**src/rtl/watches_time_set.sv**
```systemverilog
// User time-entry stage: button conditioning, hour/minute setting FSM,
// apply strobe and blink phase for the display.
module watches_time_set #(
  parameter int unsigned CLK_FREQ    = 50,
  parameter int unsigned SIM         = 0,
  parameter int unsigned DEBOUNCE_MS = 20,
  parameter int unsigned TIMEOUT_S   = 10
) (
  input  logic       clk_i,
  input  logic       rst_n_i,
  input  logic       mode_btn_i,
  input  logic       inc_btn_i,
  input  logic [4:0] cur_hour_i,
  input  logic [5:0] cur_min_i,
  output logic [4:0] user_hour_o,
  output logic [5:0] user_min_o,
  output logic       user_time_val_o,
  output logic [1:0] set_mode_o,
  output logic       blink_o
);

  localparam int unsigned TICK_N   = (SIM != 0) ? CLK_FREQ : CLK_FREQ * 1000;
  localparam int unsigned PW       = $clog2(TICK_N + 1);
  localparam int unsigned DW       = $clog2(DEBOUNCE_MS + 1);
  localparam int unsigned TO_MS    = TIMEOUT_S * 1000;
  localparam int unsigned TW       = $clog2(TO_MS + 1);
  localparam int unsigned BLINK_MS = 500;
  localparam int unsigned BW       = $clog2(BLINK_MS + 1);
  localparam int unsigned NBTN     = 2;

  typedef enum logic [1:0] {
    S_IDLE     = 2'd0,
    S_SET_HOUR = 2'd1,
    S_SET_MIN  = 2'd2,
    S_APPLY    = 2'd3
  } state_t;

  // ---------------------------------------------------------------------------
  // Millisecond tick prescaler
  // ---------------------------------------------------------------------------
  logic [PW-1:0] r_presc;
  logic          w_ms_tick;

  assign w_ms_tick = (r_presc == PW'(TICK_N - 1));

  always_ff @(posedge clk_i or negedge rst_n_i) begin
    if (!rst_n_i) begin
      r_presc <= '0;
    end else if (w_ms_tick) begin
      r_presc <= '0;
    end else begin
      r_presc <= r_presc + PW'(1);
    end
  end

  // ---------------------------------------------------------------------------
  // Button synchronizers, debouncers and press detectors (bit 0 mode, bit 1 inc)
  // ---------------------------------------------------------------------------
  logic [NBTN-1:0] w_btn;
  logic [NBTN-1:0] r_sync1;
  logic [NBTN-1:0] r_sync2;
  logic [NBTN-1:0] r_db;
  logic [NBTN-1:0] r_db_d;
  logic [NBTN-1:0] r_arm;
  logic [DW-1:0]   r_dcnt [NBTN];
  logic [NBTN-1:0] w_press;
  logic            w_mode_p;
  logic            w_inc_p;

  assign w_btn = {inc_btn_i, mode_btn_i};

  // A button held through reset must be seen released before it can press.
  always_ff @(posedge clk_i or negedge rst_n_i) begin
    if (!rst_n_i) begin
      r_sync1 <= '0;
      r_sync2 <= '0;
      r_db    <= '0;
      r_db_d  <= '0;
      r_arm   <= '0;
      for (int i = 0; i < int'(NBTN); i++) begin
        r_dcnt[i] <= '0;
      end
    end else begin
      r_sync1 <= w_btn;
      r_sync2 <= r_sync1;
      r_db_d  <= r_db;
      for (int i = 0; i < int'(NBTN); i++) begin
        if (r_sync2[i] == r_db[i]) begin
          r_dcnt[i] <= '0;
        end else if (w_ms_tick) begin
          if (r_dcnt[i] == DW'(DEBOUNCE_MS - 1)) begin
            r_db[i]   <= r_sync2[i];
            r_dcnt[i] <= '0;
          end else begin
            r_dcnt[i] <= r_dcnt[i] + DW'(1);
          end
        end
        if (w_ms_tick && !r_sync2[i] && !r_db[i]) begin
          r_arm[i] <= 1'b1;
        end
      end
    end
  end

  assign w_press  = r_db & ~r_db_d & r_arm;
  assign w_mode_p = w_press[0];
  assign w_inc_p  = w_press[1];

  // ---------------------------------------------------------------------------
  // Setting FSM: state register
  // ---------------------------------------------------------------------------
  state_t r_state;
  state_t w_state_nxt;

  always_ff @(posedge clk_i or negedge rst_n_i) begin
    if (!rst_n_i) begin
      r_state <= S_IDLE;
    end else begin
      r_state <= w_state_nxt;
    end
  end

  // ---------------------------------------------------------------------------
  // Setting FSM: next state, edit values, timeout and blink
  // ---------------------------------------------------------------------------
  logic [4:0]    r_hour;
  logic [5:0]    r_min;
  logic          r_val;
  logic [1:0]    r_set_mode;
  logic          r_blink;
  logic [TW-1:0] r_to_cnt;
  logic [BW-1:0] r_bl_cnt;

  logic [4:0]    w_hour_nxt;
  logic [5:0]    w_min_nxt;
  logic          w_val_nxt;
  logic [1:0]    w_set_mode_nxt;
  logic          w_blink_nxt;
  logic [TW-1:0] w_to_nxt;
  logic [BW-1:0] w_bl_nxt;
  logic          w_to_hit;
  logic          w_editing;

  always_comb begin
    w_state_nxt    = r_state;
    w_hour_nxt     = r_hour;
    w_min_nxt      = r_min;
    w_to_nxt       = r_to_cnt;
    w_bl_nxt       = r_bl_cnt;
    w_blink_nxt    = r_blink;
    w_val_nxt      = 1'b0;
    w_set_mode_nxt = 2'd0;
    w_editing      = (r_state == S_SET_HOUR) || (r_state == S_SET_MIN);
    w_to_hit       = w_ms_tick && (r_to_cnt == TW'(TO_MS - 1));

    // Inactivity timer and blink phase only run while editing
    if (w_editing) begin
      if (w_mode_p || w_inc_p) begin
        w_to_nxt = '0;
      end else if (w_ms_tick) begin
        w_to_nxt = r_to_cnt + TW'(1);
      end
      if (w_ms_tick) begin
        if (r_bl_cnt == BW'(BLINK_MS - 1)) begin
          w_bl_nxt    = '0;
          w_blink_nxt = ~r_blink;
        end else begin
          w_bl_nxt = r_bl_cnt + BW'(1);
        end
      end
    end

    case (r_state)
      S_IDLE: begin
        if (w_mode_p) begin
          w_hour_nxt  = cur_hour_i;
          w_min_nxt   = cur_min_i;
          w_state_nxt = S_SET_HOUR;
        end
      end
      S_SET_HOUR: begin
        if (w_mode_p) begin
          w_state_nxt = S_SET_MIN;
        end else if (w_inc_p) begin
          w_hour_nxt = (r_hour == 5'd23) ? 5'd0 : r_hour + 5'd1;
        end else if (w_to_hit) begin
          w_state_nxt = S_IDLE;
        end
      end
      S_SET_MIN: begin
        if (w_mode_p) begin
          w_state_nxt = S_APPLY;
        end else if (w_inc_p) begin
          w_min_nxt = (r_min == 6'd59) ? 6'd0 : r_min + 6'd1;
        end else if (w_to_hit) begin
          w_state_nxt = S_IDLE;
        end
      end
      default: begin
        w_state_nxt = S_IDLE;
      end
    endcase

    // Outputs are registered from the next state so they track the FSM exactly
    case (w_state_nxt)
      S_SET_HOUR: w_set_mode_nxt = 2'd1;
      S_SET_MIN:  w_set_mode_nxt = 2'd2;
      default:    w_set_mode_nxt = 2'd0;
    endcase
    w_val_nxt = (w_state_nxt == S_APPLY);

    if ((w_state_nxt == S_IDLE) || (w_state_nxt == S_APPLY)) begin
      w_to_nxt    = '0;
      w_bl_nxt    = '0;
      w_blink_nxt = 1'b0;
    end
  end

  always_ff @(posedge clk_i or negedge rst_n_i) begin
    if (!rst_n_i) begin
      r_hour     <= '0;
      r_min      <= '0;
      r_val      <= 1'b0;
      r_set_mode <= '0;
      r_blink    <= 1'b0;
      r_to_cnt   <= '0;
      r_bl_cnt   <= '0;
    end else begin
      r_hour     <= w_hour_nxt;
      r_min      <= w_min_nxt;
      r_val      <= w_val_nxt;
      r_set_mode <= w_set_mode_nxt;
      r_blink    <= w_blink_nxt;
      r_to_cnt   <= w_to_nxt;
      r_bl_cnt   <= w_bl_nxt;
    end
  end

  assign user_hour_o     = r_hour;
  assign user_min_o      = r_min;
  assign user_time_val_o = r_val;
  assign set_mode_o      = r_set_mode;
  assign blink_o         = r_blink;

endmodule

```
**config.mk**
```make
export PLATFORM = sky130hd
export DESIGN_NAME = watches_time_set
export DESIGN_NICKNAME = d
export VERILOG_FILES = /design/src/rtl/watches_time_set.sv
export SDC_FILE = /design/constraint.sdc
export NUM_CORES = 1
export LEC_CHECK = 0
export ABC_AREA = 1
export CAP_MARGIN = 20
export CORE_ASPECT_RATIO = 0.6
export CORE_MARGIN = 2
export CORE_UTILIZATION = 51
export CTS_CLUSTER_DIAMETER = 30
export DETAILED_ROUTE_END_ITERATION = 8
export PLACE_DENSITY = 0.8
export SETUP_SLACK_MARGIN = 0.05
export SLEW_MARGIN = 20
export SYNTH_ARGS = -nofsm -noshare
export SYNTH_HDL_FRONTEND = slang
export SYNTH_SLANG_ARGS = --single-unit
```
**constraint.sdc**
```tcl
create_clock -name clk_i -period 3.5 [get_ports clk_i]
set_input_delay 0.7 -clock clk_i [delete_from_list [all_inputs] [get_ports clk_i]]
set_output_delay 0.7 -clock clk_i [all_outputs]
set_load 0.01 [all_outputs]
```
# Yosys cells after proc, flatten, opt, wreduce, memory -nomap -nowiden
# Index checks and enable logic that the tools add are counted.
# Widths: inputs -> output; s select.
# totals
ramBits	0
latch_bits	0
n_memories	0
mem_bits_ro	0
wordCells	115
in_bits	15
register_bits	76
out_inout_bits	15
# op_classes
n_shift	0
n_div	0
n_reduce_logical	29
n_eq_ne	19
n_addsub	7
mul	0
muxes	36
order_cmp	0
bitwise_logic	6
# ops
op	n
$mux 14	4
$mux 5	10
$mux 9	4
$mux 6	4
$add 16x1->16 const B	1
$eq 16x16->1 const B	1
$mux 16	1
$add 5x1->5 const B	3
$eq 5x5->1 const B	3
$add 14x1->14 const B	1
$eq 14x14->1 const B	1
$reduce_bool 2->1	7
$pmux 6 s2	1
$mux 2	5
$ne 2x2->1 const B	5
$pmux 5 s2	1
$add 9x1->9 const B	1
$eq 9x9->1 const B	1
$reduce_and 3->1	3
$reduce_and 4->1	2
$add 6x1->6 const B	1
$eq 2x2->1 const B	3
$eq 6x6->1 const B	1
$pmux 2 s3	1
other kinds (13)	32

# Depth between registers and ports, before layout
# Gate-level depths: netlist of run 1.
# depth
word_depth	10
depth_mapped	18
depth_no_buf	17

# Least setup slack after synthesis of run 1
# Ideal clock, no wire load.
# synth_timing
path_kind	flip-flop to flip-flop
from	register r_state[1]
to	register r_to_cnt[0]
slack_ns	1.014
setup_time_ns	0.127
t_required_ns	3.373
arrival_ns	2.359
stages_incl_launch_ff	17
path_cell_list	dfrtp_1 -> inv_1 -> ha_1 -> inv_2 -> clkbuf_1 -> o21ai_0 -> nand2_1 -> nand2_1 -> nand2_1 -> ha_1 -> buf_2 -> nor2_1 -> inv_1 -> nand2_2 -> nand2_4 -> buf_6 -> mux2i_1
# synth_via
elab_chain_cells	8
# synth_rtl
item	line	text
start, declared	112	state_t r_state;
start signal, assigned	119	r_state <= w_state_nxt;
$mux 2	186, 195	
$mux 2	184	end else if (w_inc_p) begin
$mux 2 (on tied branches)	191, 182	
$pmux 2 s3	173	case (r_state)
$eq 2x2->1 or $logic_not 2->1 (tied branches)	212	if ((w_state_nxt == S_IDLE) || (w_state_nxt == S_APPLY)) begin
$logic_or 1x1->1	212	
$reduce_bool 3->1 (no source line) or $reduce_bool 2->1 (tied branches)	--	
$reduce_and 2->1 (no source line)	--	
end signal, assigned	234	r_to_cnt <= w_to_nxt;
end, declared	131	logic [TW-1:0] r_to_cnt;
# Several ways; a longest one is shown, not always the timed one.
# A chain may end at the register's enable or synchronous reset.

# Worst setup path after layout of run 1
# layout_timing
from	register r_state[1]
to	register r_to_cnt[13]
# The elaborated chain is that of the path after synthesis.

==> metrics.md, run 1 <==
| Metric | Value |
|---|---|
| Seq cells post-synth | `76` |
| Worst hold margin | `0.352 ns` |
| Async set-reset flop share out of synthesis | `1.00` |
| Met3 Wirelength | `between 500 and 600 µm` |
| Synthesized area | `between 0.004 and 0.005 mm²` |
| Final Hold Fails | `0` |
| WP data required | `around 3.7 ns` |
| Top_reg_cell synth | `dfrtp_1` |
| Max Clk Rate | `346 MHz` |
| Final nets | `between 600 and 700` |
| Clock transition at path regs | `about 0.06 ns` |
| Initial antenna violation count | `0` |
| Syn nets | `between 600 and 700` |
| Hold Path Cell Cnt | `0` |
| Met1 Routed Length | `4.70 mm` |
| Yosys cell types | `38` |
| Max-cap violations | `0` |
| Buffers on Ports | `29` |
| Post-synth top area cell | `dfrtp_1` |
| Setup violators final | `0` |
| Total negative setup slack | `0 ns` |
| Number of H-tree levels | `3` |
| First-pass GRT wire length | `about 17 mm` |
| CP Launch Type | `flop` |
| Total power | `1.77 mW` |
| Placed insts | `approximately 700` |
| Hold_sp | `r_sync1[0]$_DFF_PN0_` |
| WHS Endpoint | `r_sync2[0]$_DFF_PN0_` |
| Unrepaired setup endpoints after global routing | `no` |
| Synth top area share | `0.432` |
| Layout cells sized above 1 | `0.0964` |
| Yosys warns | `0` |
| Number of CTS-inserted buffers | `9` |
| Antenna-violating nets left | `0` |
| Sequential share of the synthesized area | `0.432` |
| Core area | `around 0.0085 mm²` |
| Routed via count | `3749` |
| Final setup margin | `slightly above 0.6 ns` |
| Wire per inst | `13.1 µm` |
| Core Util, Final | `0.597` |
| Post-route cell area | `approximately 0.005 mm²` |
| HPWL Detailed | `6.83 mm` |
| Worst Tran Pin Value | `0.957 ns` |
| CTS tree | `yes` |
| RR Endpoint | `r_to_cnt[13]$_DFFE_PN0P_` |
| Avg Vias per Cell | `between 5 and 6` |
| Leakage power | `approximately 2.5 nW` |
| Die width | `between 100 and 150 µm` |
| Crit Path Class | `flop to flop` |
| Status | `finished clean` |
| Die area | `0.00941 mm²` |
| Setup Skew | `slightly above 0.009 ns` |
| Dpl ws | `about 0.67 ns` |
| Final cell count without fillers | `around 720` |
| Power Dens Cells | `350 mW/mm²` |
| Fin crit share | `0.826` |
| FF-to-FF setup slack | `0.61 ns` |
| Clk buf depth | `2` |
| CTS resizes | `0` |
| Post-synth EDFFs | `0` |
| Cts hold-fix bufs | `0` |
| Vias in the first global route | `3642` |
| Residual DRC count | `0` |
| CTS sink cnt | `76` |
| R2r startpoint | `r_state[1]$_DFF_PN0_` |
| Post-Syn Instances | `about 570` |
| Row count | `26` |
| Worst hold path type | `flop to flop` |
| Die Y | `approximately 76 µm` |
| Starting Density | `0.520` |
| Dpl cell area | `0.00479 mm²` |
| Total global-route track usage | `0.227` |
| Synth-to-Final Area Change | `14.8%` |
| Minimum clock period | `~2.9 ns` |
| Final RePlAce weighted congestion | `0.943` |
| WL met2 | `~4.1 mm` |
| Root buf cell | `clkbuf_16` |
| Top sig layer | `met4` |
| Drt total wl | `about 9.5 mm` |
| GRT overflow | `0` |
| CP max FO | `15` |
| IO Pins | `30` |
| Post-CTS Setup Inserts | `0` |
| Peak supply drop | `around 270 µV` |
| Slew headroom | `0.362` |
| Mapped Avg Cell Area | `between 7 and 8 µm²` |
| Clock insertion delay at the later pin of the skew report | `roughly 0.34 ns` |
| Top post-synthesis cells by area | `dfrtp_1 (43%), nand2_1 (15%), inv_1 (5.5%), nand3_1 (4.9%), nor2_1 (4.4%)` |
| Max-slew violations | `0` |
| Largest net degree at the start of global routing | `between 70 and 80` |
| DR pass1 iterations | `5` |
| Iteration-0 DRC count of the detailed router | `~330` |
| Ant diodes | `0` |
| Reg2Reg Depth | `15` |
| CP Data Arrival Time | `between 3 and 4 ns` |
| Worst Setup End Kind | `flop` |
routing by layer:
metal  vias up  GRT usage
li1       1896          -
met1      1738      0.331
met2       104      0.325
met3        11     0.0783
met4         0     0.0506
met5         -          0
cells in the final DEF, fill, tap and decap left out, types with 5 or more instances in the layout:
cell	count
nand2_1	171
dfrtp_1	76
inv_1	65
nor2_1	52
nand3_1	43
clkdlybuf4s50_1	28
o21ai_1	20
o21ai_0	14
xor2_1	14
ha_1	14
nand4_1	13
nor3_1	11
a21oi_1	10
inv_2	9
clkbuf_16	9
nand2_4	6
nor2_2	5
or2_2	5
o21ai_2	5
final cells by class:
type	count	area, µm²
Fill cell	733	3400
Timing Repair Buffer	31	303
Tap cell	112	140
Sequential cell	76	1900
Multi-Input combinational cell	414	2160
Clock buffer	10	229
Inverter	75	282
Clock inverter	6	38.8
critical path, cell delays in order (launching register included):
cell and delay (ns):
dfrtp_1 0.42, inv_1 0.12, ha_1 0.30, inv_2 0.15, o21ai_0 0.20, nand2_1 0.09
nand2_1 0.06, nand2_1 0.05, ha_1 0.46, nor2_1 0.07, inv_1 0.26, nand2_2 0.14
nand2_4 0.18, inv_1 0.13, nand2_1 0.09, nand2_1 0.06
worst max-delay path by stage:
| stage | cells after the start | end | from |
|---|---|---|---|
| 2_1_floorplan | 16 | r_to_cnt[0]$_DFFE_PN0P_ | r_state[1]$_DFF_PN0_ |
| 3_3_place_gp | 16 | r_to_cnt[9]$_DFFE_PN0P_ | r_to_cnt[1]$_DFFE_PN0P_ |
| 3_5_place_dp | 15 | r_to_cnt[13]$_DFFE_PN0P_ | r_state[1]$_DFF_PN0_ |
| 4_1_cts | 15 | r_to_cnt[13]$_DFFE_PN0P_ | r_state[1]$_DFF_PN0_ |
| 5_1_grt | 16 | r_to_cnt[13]$_DFFE_PN0P_ | r_to_cnt[1]$_DFFE_PN0P_ |
| 6_report | 15 | r_to_cnt[13]$_DFFE_PN0P_ | r_state[1]$_DFF_PN0_ |
power by group:
part | switching (mW) | internal [mW]
Sequential | 0.00140 | 0.881
Clock | 0.367 | 0.478
Combinational | 0.0259 | 0.0173
Total | 0.394 | 1.38
sequential cells by signal (all words and copies together) (netlist names):
name             cells
r_presc             16
blink_o              1
r_to_cnt            14
r_bl_cnt             9
r_db_d               2
r_db                 2
r_arm                2
r_dcnt              10
user_min_o           6
set_mode_o           2
r_sync1              2
user_hour_o          5
r_sync2              2
r_state              2
user_time_val_o      1
synthesized netlist by cell type (2+ instances only):
library cell and n:
nand2_1 171, dfrtp_1 76, inv_1 65, nor2_1 52, nand3_1 43, o21ai_1 20, ha_1 14, o21ai_0 14
xor2_1 14, nand4_1 13, nor3_1 11, a21oi_1 10, inv_2 9, nand2_4 6, nor2_2 5, o21ai_2 5
or2_2 5, buf_2 4, nand3b_1 4, xnor2_1 4, buf_6 3, nand2_2 3, o21bai_1 3, nand3_2 2
nand3_4 2, nor2_4 2, nor4_1 2
kinds of logic after synthesis:
| logic type | Yosys count | share of synthesized area |
|---|---|---|
| simple gates | 324 | 0.340 |
| buf+inv | 83 | 0.0771 |
| flops | 76 | 0.432 |
| compound gates | 57 | 0.0731 |
| xor+xnor | 18 | 0.0358 |
| fa+ha+maj | 14 | 0.0398 |
| mux | 1 | 0.00227 |
Note: power is estimated with default switching activity, not from simulation.
==> run 2: changes to the inputs <==
Settings changed: PLACE_DENSITY 0.8 to 0.82.
Clock period 3.5 ns to 2.41 ns, I/O delays scaled along.
==> metrics.md, run 2 (synthesis gave the netlist of run 1 again) <==
| Metric | Value |
|---|---|
| Top Registers | `r_presc: 16 flops, r_to_cnt: 14 flops, r_dcnt: 10 flops` |
| Iteration-0 DRC count of the detailed router | `334 (+1.5%)` |
| Setup Skew | `0.00485 ns (-0.00451 ns)` |
| Power Dens Cells | `541 mW/mm² (+54%)` |
| Most frequent cells in the layout | `nand2_1 (167), dfrtp_1 (76), inv_1 (59), nor2_1 (51), nand3_1 (41)` |
| Slew headroom | `0.676 (+0.314)` |
| CP Data Arrival Time | `2.60 ns (-0.52 ns)` |
| Final RePlAce weighted congestion | `0.828 (-12%)` |
| Final Hold Fails | `0 (unchanged)` |
| Status | `finished clean` |
| Buffers on Ports | `29 (unchanged)` |
| CP Launch Type | `flop` |
| Die area | `0.00941 mm² (unchanged)` |
| Drt total wl | `10.4 mm (+9.9%)` |
| DR pass1 iterations | `5 (unchanged)` |
| Worst Setup End Kind | `flop` |
| Dpl ws | `-0.0773 ns (-0.749 ns)` |
| R2r startpoint | `r_to_cnt[1]$_DFFE_PN0P_` |
| Wire per inst | `14.0 µm (+7.4%)` |
| Total power | `2.93 mW (+65%)` |
| IO Pins | `30 (unchanged)` |
| Ant diodes | `0 (unchanged)` |
| Die width | `124 µm (unchanged)` |
| Critical Path Start | `r_to_cnt[1]$_DFFE_PN0P_` |
| Antenna-violating nets left | `0 (unchanged)` |
| Worst Tran Pin Value | `0.486 ns (-0.471 ns)` |
| WP data required | `2.64 ns (-1.09 ns)` |
| Root buf cell | `clkbuf_16` |
| Most used cell, CP | `nand2_1` |
| Leakage power | `2.67 nW (+5.2%)` |
| Fin crit share | `0.986 (+0.160)` |
| CTS sink cnt | `76 (unchanged)` |
| Initial antenna violation count | `0 (unchanged)` |
| Worst hold path type | `input pin to async pin` |
| Final nets | `653 (+2.7%)` |
| GRT overflow | `0 (unchanged)` |
| Slowest stage cell, crit path | `dfrtp_1` |
| CTS tree | `yes` |
| Number of H-tree levels | `3 (unchanged)` |
| Max reg flops | `16 (unchanged)` |
| Clk buf depth | `2 (unchanged)` |
| Core area | `0.00846 mm² (unchanged)` |
| CP delay by family, top | `simple AND/OR/NAND/NOR gates` |
| Starting Density | `0.520 (unchanged)` |
| Crit Path Class | `flop to flop` |
| Die Y | `76.0 µm (unchanged)` |
| Largest reg by FF count | `r_presc` |
| Largest net degree at the start of global routing | `44 (-43%)` |
| Residual DRC count | `0 (unchanged)` |
| CP Cell Sequence | `ha_2 > nand2_2 > nor2_2 > nand2_1 > nor2_1 > nand3_2 > nand2_2 > nand2_1 > nand2_1 > ha_4 > nor2_4 > inv_6 > nand2_8 > nand2_8 > nand2_1 > o21ai_1` |
| Minimum clock period | `2.38 ns (-0.514 ns)` |
| Vias in the first global route | `3625 (-0.47%)` |
| Max-slew violations | `0 (unchanged)` |
| Most common cell after layout, fill and taps aside | `nand2_1` |
| Layout cells sized above 1 | `0.151 (+0.0546)` |
| Number of CTS-inserted buffers | `9 (unchanged)` |
| FF-to-FF setup slack | `0.03 ns (-0.58 ns)` |
| Final setup margin | `0.0327 ns (-0.576 ns)` |
| Max-cap violations | `0 (unchanged)` |
| Unrepaired setup endpoints after global routing | `yes` |
| Synth-to-Final Area Change | `22.9%` |
| Total global-route track usage | `0.233 (+0.00633)` |
| Clock transition at path regs | `0.06 ns (about the same)` |
| Cts hold-fix bufs | `0 (unchanged)` |
| HPWL Detailed | `6.97 mm (+2.1%)` |
| Setup violators final | `0 (unchanged)` |
| CP max FO | `8 (-7)` |
| Max Clk Rate | `421 MHz (+22%)` |
| CP Buf/Inv Count | `1 (-3)` |
| Row count | `26 (unchanged)` |
| Avg Vias per Cell | `5.22 (+0.86%)` |
| First-pass GRT wire length | `17.3 mm (+1.8%)` |
| Peak supply drop | `358 µV (+32%)` |
| Worst hold margin | `0.105 ns (-0.247 ns)` |
| Routed via count | `3870 (+3.2%)` |
| Clock insertion delay at the later pin of the skew report | `0.34 ns (about the same)` |
| CP peak stage delay | `0.39 ns (-0.07 ns)` |
run 2: cell type report:
| type | instances | area (µm²) |
|---|---|---|
| well taps | 112 | 140 |
| flip-flops and latches | 76 | 1900 |
| repair buffers | 47 | 439 |
| multi-input cells | 415 | 2290 |
| fillers | 675 | 3050 |
| clock inverters | 6 | 111 |
| inverters | 75 | 292 |
| clock buffers | 10 | 239 |
run 2: worst paths after layout:
check	to	cells past startpoint
min reg2reg	r_sync2[0]$_DFF_PN0_	0
min	r_bl_cnt[6]$_DFFE_PN0P_	1
max	r_to_cnt[8]$_DFFE_PN0P_	16
min in group clk_i	r_sync2[0]$_DFF_PN0_	0
max in group asynchronous	r_presc[2]$_DFF_PN0_	2
max reg2reg	r_to_cnt[8]$_DFFE_PN0P_	16
run 2: through the flow:
step	setup TNS (ns)	util	instance area (µm²)	cells
after floorplan	0	-	4420	573
after global placement	0	0.580	4900	719
after detailed placement	-0.410	0.580	4900	719
after CTS	0	0.625	5290	736
after global routing	-1.30	0.640	5410	741
final	0	0.640	5410	741
run 2: per-layer routing:
layer | global-route usage | vias to the layer above | share of wire
li1 | - | 1929 | -
met1 | 0.339 | 1828 | 0.48
met2 | 0.343 | 101 | 0.46
met3 | 0.0655 | 12 | 0.053
met4 | 0.0584 | 0 | 0.012
met5 | 0 | - | 0
run 2: power breakdown:
group	total (mW)	switching, mW	internal [mW]	leakage [nW]
sequential	1.28	0.00209	1.28	0.981
clock	1.58	0.538	1.04	0.169
combinational	0.0667	0.0382	0.0285	1.52
total	2.93	0.578	2.35	2.67
run 2: what timing repair did:
action / in CTS / in global routing
pin swaps: 1 / 5
endpoints found under the setup margin: 21 / 24
buffers inserted: 1 / 4
gates resized for setup: 5 / 21
endpoints found under the hold margin: 0 / 0
cloned: 0 / 1
==> run 3: changes to the inputs <==
Settings changed: SKIP_CTS_REPAIR_TIMING from default to 1.
==> metrics.md, run 3 (synthesis gave the netlist of run 1 again) <==
| Metric | Value |
|---|---|
| Status | `complete, but fails checks` |
| Failing checks | `negative setup slack` |
| Root buf cell | `clkbuf_16` |
| CTS sink cnt | `76 (unchanged)` |
| GRT overflow | `0 (unchanged)` |
| DR pass1 iterations | `5 (unchanged)` |
| First-pass GRT wire length | `17.1 mm (-1.0%)` |
| Max-slew violations | `0 (unchanged)` |
| Worst hold path type | `input pin to async pin` |
| # fillers | `661 (-2.1%)` |
| Clock insertion delay at the later pin of the skew report | `0.34 ns (about the same)` |
| Total global-route track usage | `0.230 (-0.00271)` |
| Max reg flops | `16 (unchanged)` |
| Die Y | `76.0 µm (unchanged)` |
| FF-to-FF setup slack | `-0.05 ns (-0.08 ns)` |
| Clock transition at path regs | `0.06 ns (about the same)` |
| CP max FO | `6 (-2)` |
| Peak supply drop | `360 µV (+0.70%)` |
| Drt total wl | `10.8 mm (+3.5%)` |
| Die width | `124 µm (unchanged)` |
| Row count | `26 (unchanged)` |
| Initial antenna violation count | `0 (unchanged)` |
| Worst hold margin | `0.102 ns (-0.00314 ns)` |
| Core area | `0.00846 mm² (unchanged)` |
| Crit Path Class | `flop to flop` |
| Setup Skew | `0.00488 ns (+0.0000289 ns)` |
| WP data required | `2.64 ns (about the same)` |
| Die area | `0.00941 mm² (unchanged)` |
| Max Clk Rate | `407 MHz (-3.4%)` |
| CP Launch Type | `flop` |
| Synth-to-Final Area Change | `25.4%` |
| Clk buf depth | `2 (unchanged)` |
| Leakage power | `2.73 nW (+2.2%)` |
| Final setup margin | `-0.0499 ns (-0.0826 ns)` |
| Critical Path Start | `r_to_cnt[1]$_DFFE_PN0P_` |
| Number of CTS-inserted buffers | `9 (unchanged)` |
| Largest net degree at the start of global routing | `44 (unchanged)` |
| Critical Path End | `r_to_cnt[3]$_DFFE_PN0P_` |
| Vias in the first global route | `3616 (-0.25%)` |
| Residual DRC count | `0 (unchanged)` |
| FF/Latch Area | `0.00190 mm² (unchanged)` |
| Multi-input gate area | `0.00232 mm² (+1.4%)` |
| Avg Vias per Cell | `5.24 (+0.30%)` |
| Buffers on Ports | `29 (unchanged)` |
| Setup violators final | `6 (+6)` |
| Minimum clock period | `2.46 ns (+0.0826 ns)` |
| Top Registers | `r_presc: 16 flops, r_to_cnt: 14 flops, r_dcnt: 10 flops` |
| Number of H-tree levels | `3 (unchanged)` |
| Worst Setup End Kind | `flop` |
| Total power | `2.93 mW (about the same)` |
| CP Data Arrival Time | `2.69 ns (+0.09 ns)` |
| Layout cells sized above 1 | `0.171 (+0.0195)` |
| Ant diodes | `0 (unchanged)` |
| Unrepaired setup endpoints after global routing | `yes` |
| Max-cap violations | `0 (unchanged)` |
| HPWL Detailed | `6.97 mm (unchanged)` |
| Antenna-violating nets left | `0 (unchanged)` |
| Power Dens Cells | `530 mW/mm² (-1.9%)` |
| Worst Tran Pin Value | `0.486 ns (-0.0000935 ns)` |
| Fin crit share | `1.02 (+0.0343)` |
| Reg2Reg Depth | `17 (+1)` |
| Most common cell after layout, fill and taps aside | `nand2_1` |
| R2r startpoint | `r_to_cnt[1]$_DFFE_PN0P_` |
| IO Pins | `30 (unchanged)` |
| CTS tree | `yes` |
| Most frequent cells in the layout | `nand2_1 (163), dfrtp_1 (76), inv_1 (60), nor2_1 (50), nand3_1 (41)` |
| Starting Density | `0.520 (unchanged)` |
| Final nets | `663 (+1.5%)` |
| Dpl ws | `-0.0773 ns (unchanged)` |
| Slew headroom | `0.676 (about the same)` |
| RR Endpoint | `r_to_cnt[3]$_DFFE_PN0P_` |
| Final RePlAce weighted congestion | `0.828 (unchanged)` |
| Iteration-0 DRC count of the detailed router | `411 (+23%)` |
| Largest reg by FF count | `r_presc` |
| Routed via count | `3934 (+1.7%)` |
| Final Hold Fails | `0 (unchanged)` |
| Wire per inst | `14.3 µm (+2.1%)` |
-- run 3: report_power, final --
group,switching [mW],internal (mW)
clock network,0.538,1.04
registers,0.00214,1.28
logic,0.0382,0.0285
total,0.579,2.35
-- run 3: routing by layer --
| metal | up-vias | share of wire | wire length (µm) | track usage |
|---|---|---|---|---|
| li1 | 1953 | - | - | - |
| met1 | 1851 | 0.47 | 5020 | 0.336 |
| met5 | - | 0 | 0 | 0 |
| met3 | 22 | 0.055 | 586 | 0.0663 |
| met4 | 0 | 0.014 | 148 | 0.0607 |
| met2 | 108 | 0.46 | 5000 | 0.336 |
-- run 3: worst min path at each step --
stage / startpoint / cells after the start / to
finish: rst_n_i / 1 / r_bl_cnt[6]$_DFFE_PN0P_
global route: rst_n_i / 1 / r_to_cnt[13]$_DFFE_PN0P_
CTS: rst_n_i / 1 / r_to_cnt[7]$_DFFE_PN0P_
detailed placement: r_sync1[0]$_DFF_PN0_ / 0 / r_sync2[0]$_DFF_PN0_
global placement: r_sync1[1]$_DFF_PN0_ / 0 / r_sync2[1]$_DFF_PN0_
floorplan: rst_n_i / 0 / blink_o$_DFFE_PN0P_
-- run 3: final cells by class --
type,instances,share of cell area
multi-input combinational,415,0.421
sequential,76,0.345
timing repair buffer,57,0.0932
inverter,75,0.0526
clock buffer,10,0.0433
tap,112,0.0254
clock inverter,6,0.0202
-- run 3: per-stage QoR --
step	utilization	instance area [µm²]	instances	setup TNS [ns]
after floorplan	-	4420	573	0
after global placement	0.580	4900	719	0
after detailed placement	0.580	4900	719	-0.410
after CTS	0.621	5250	735	-1.07
after global routing	0.652	5520	751	-1.85
final	0.652	5520	751	-0.164
-- run 3: worst max-delay path, stage by stage (launching register included) --
cell      delay (ns)
dfrtp_1         0.39
ha_2            0.22
nand2_2         0.08
nor2_2          0.14
nand2_1         0.09
nor2_2          0.14
nand3_4         0.11
nand2_2         0.11
nand2_2         0.06
nand2_2         0.07
ha_4            0.21
nor2_4          0.11
clkinv_4        0.14
nand2_8         0.12
nand2_8         0.08
buf_4           0.15
nand2_1         0.06
o21ai_1         0.06
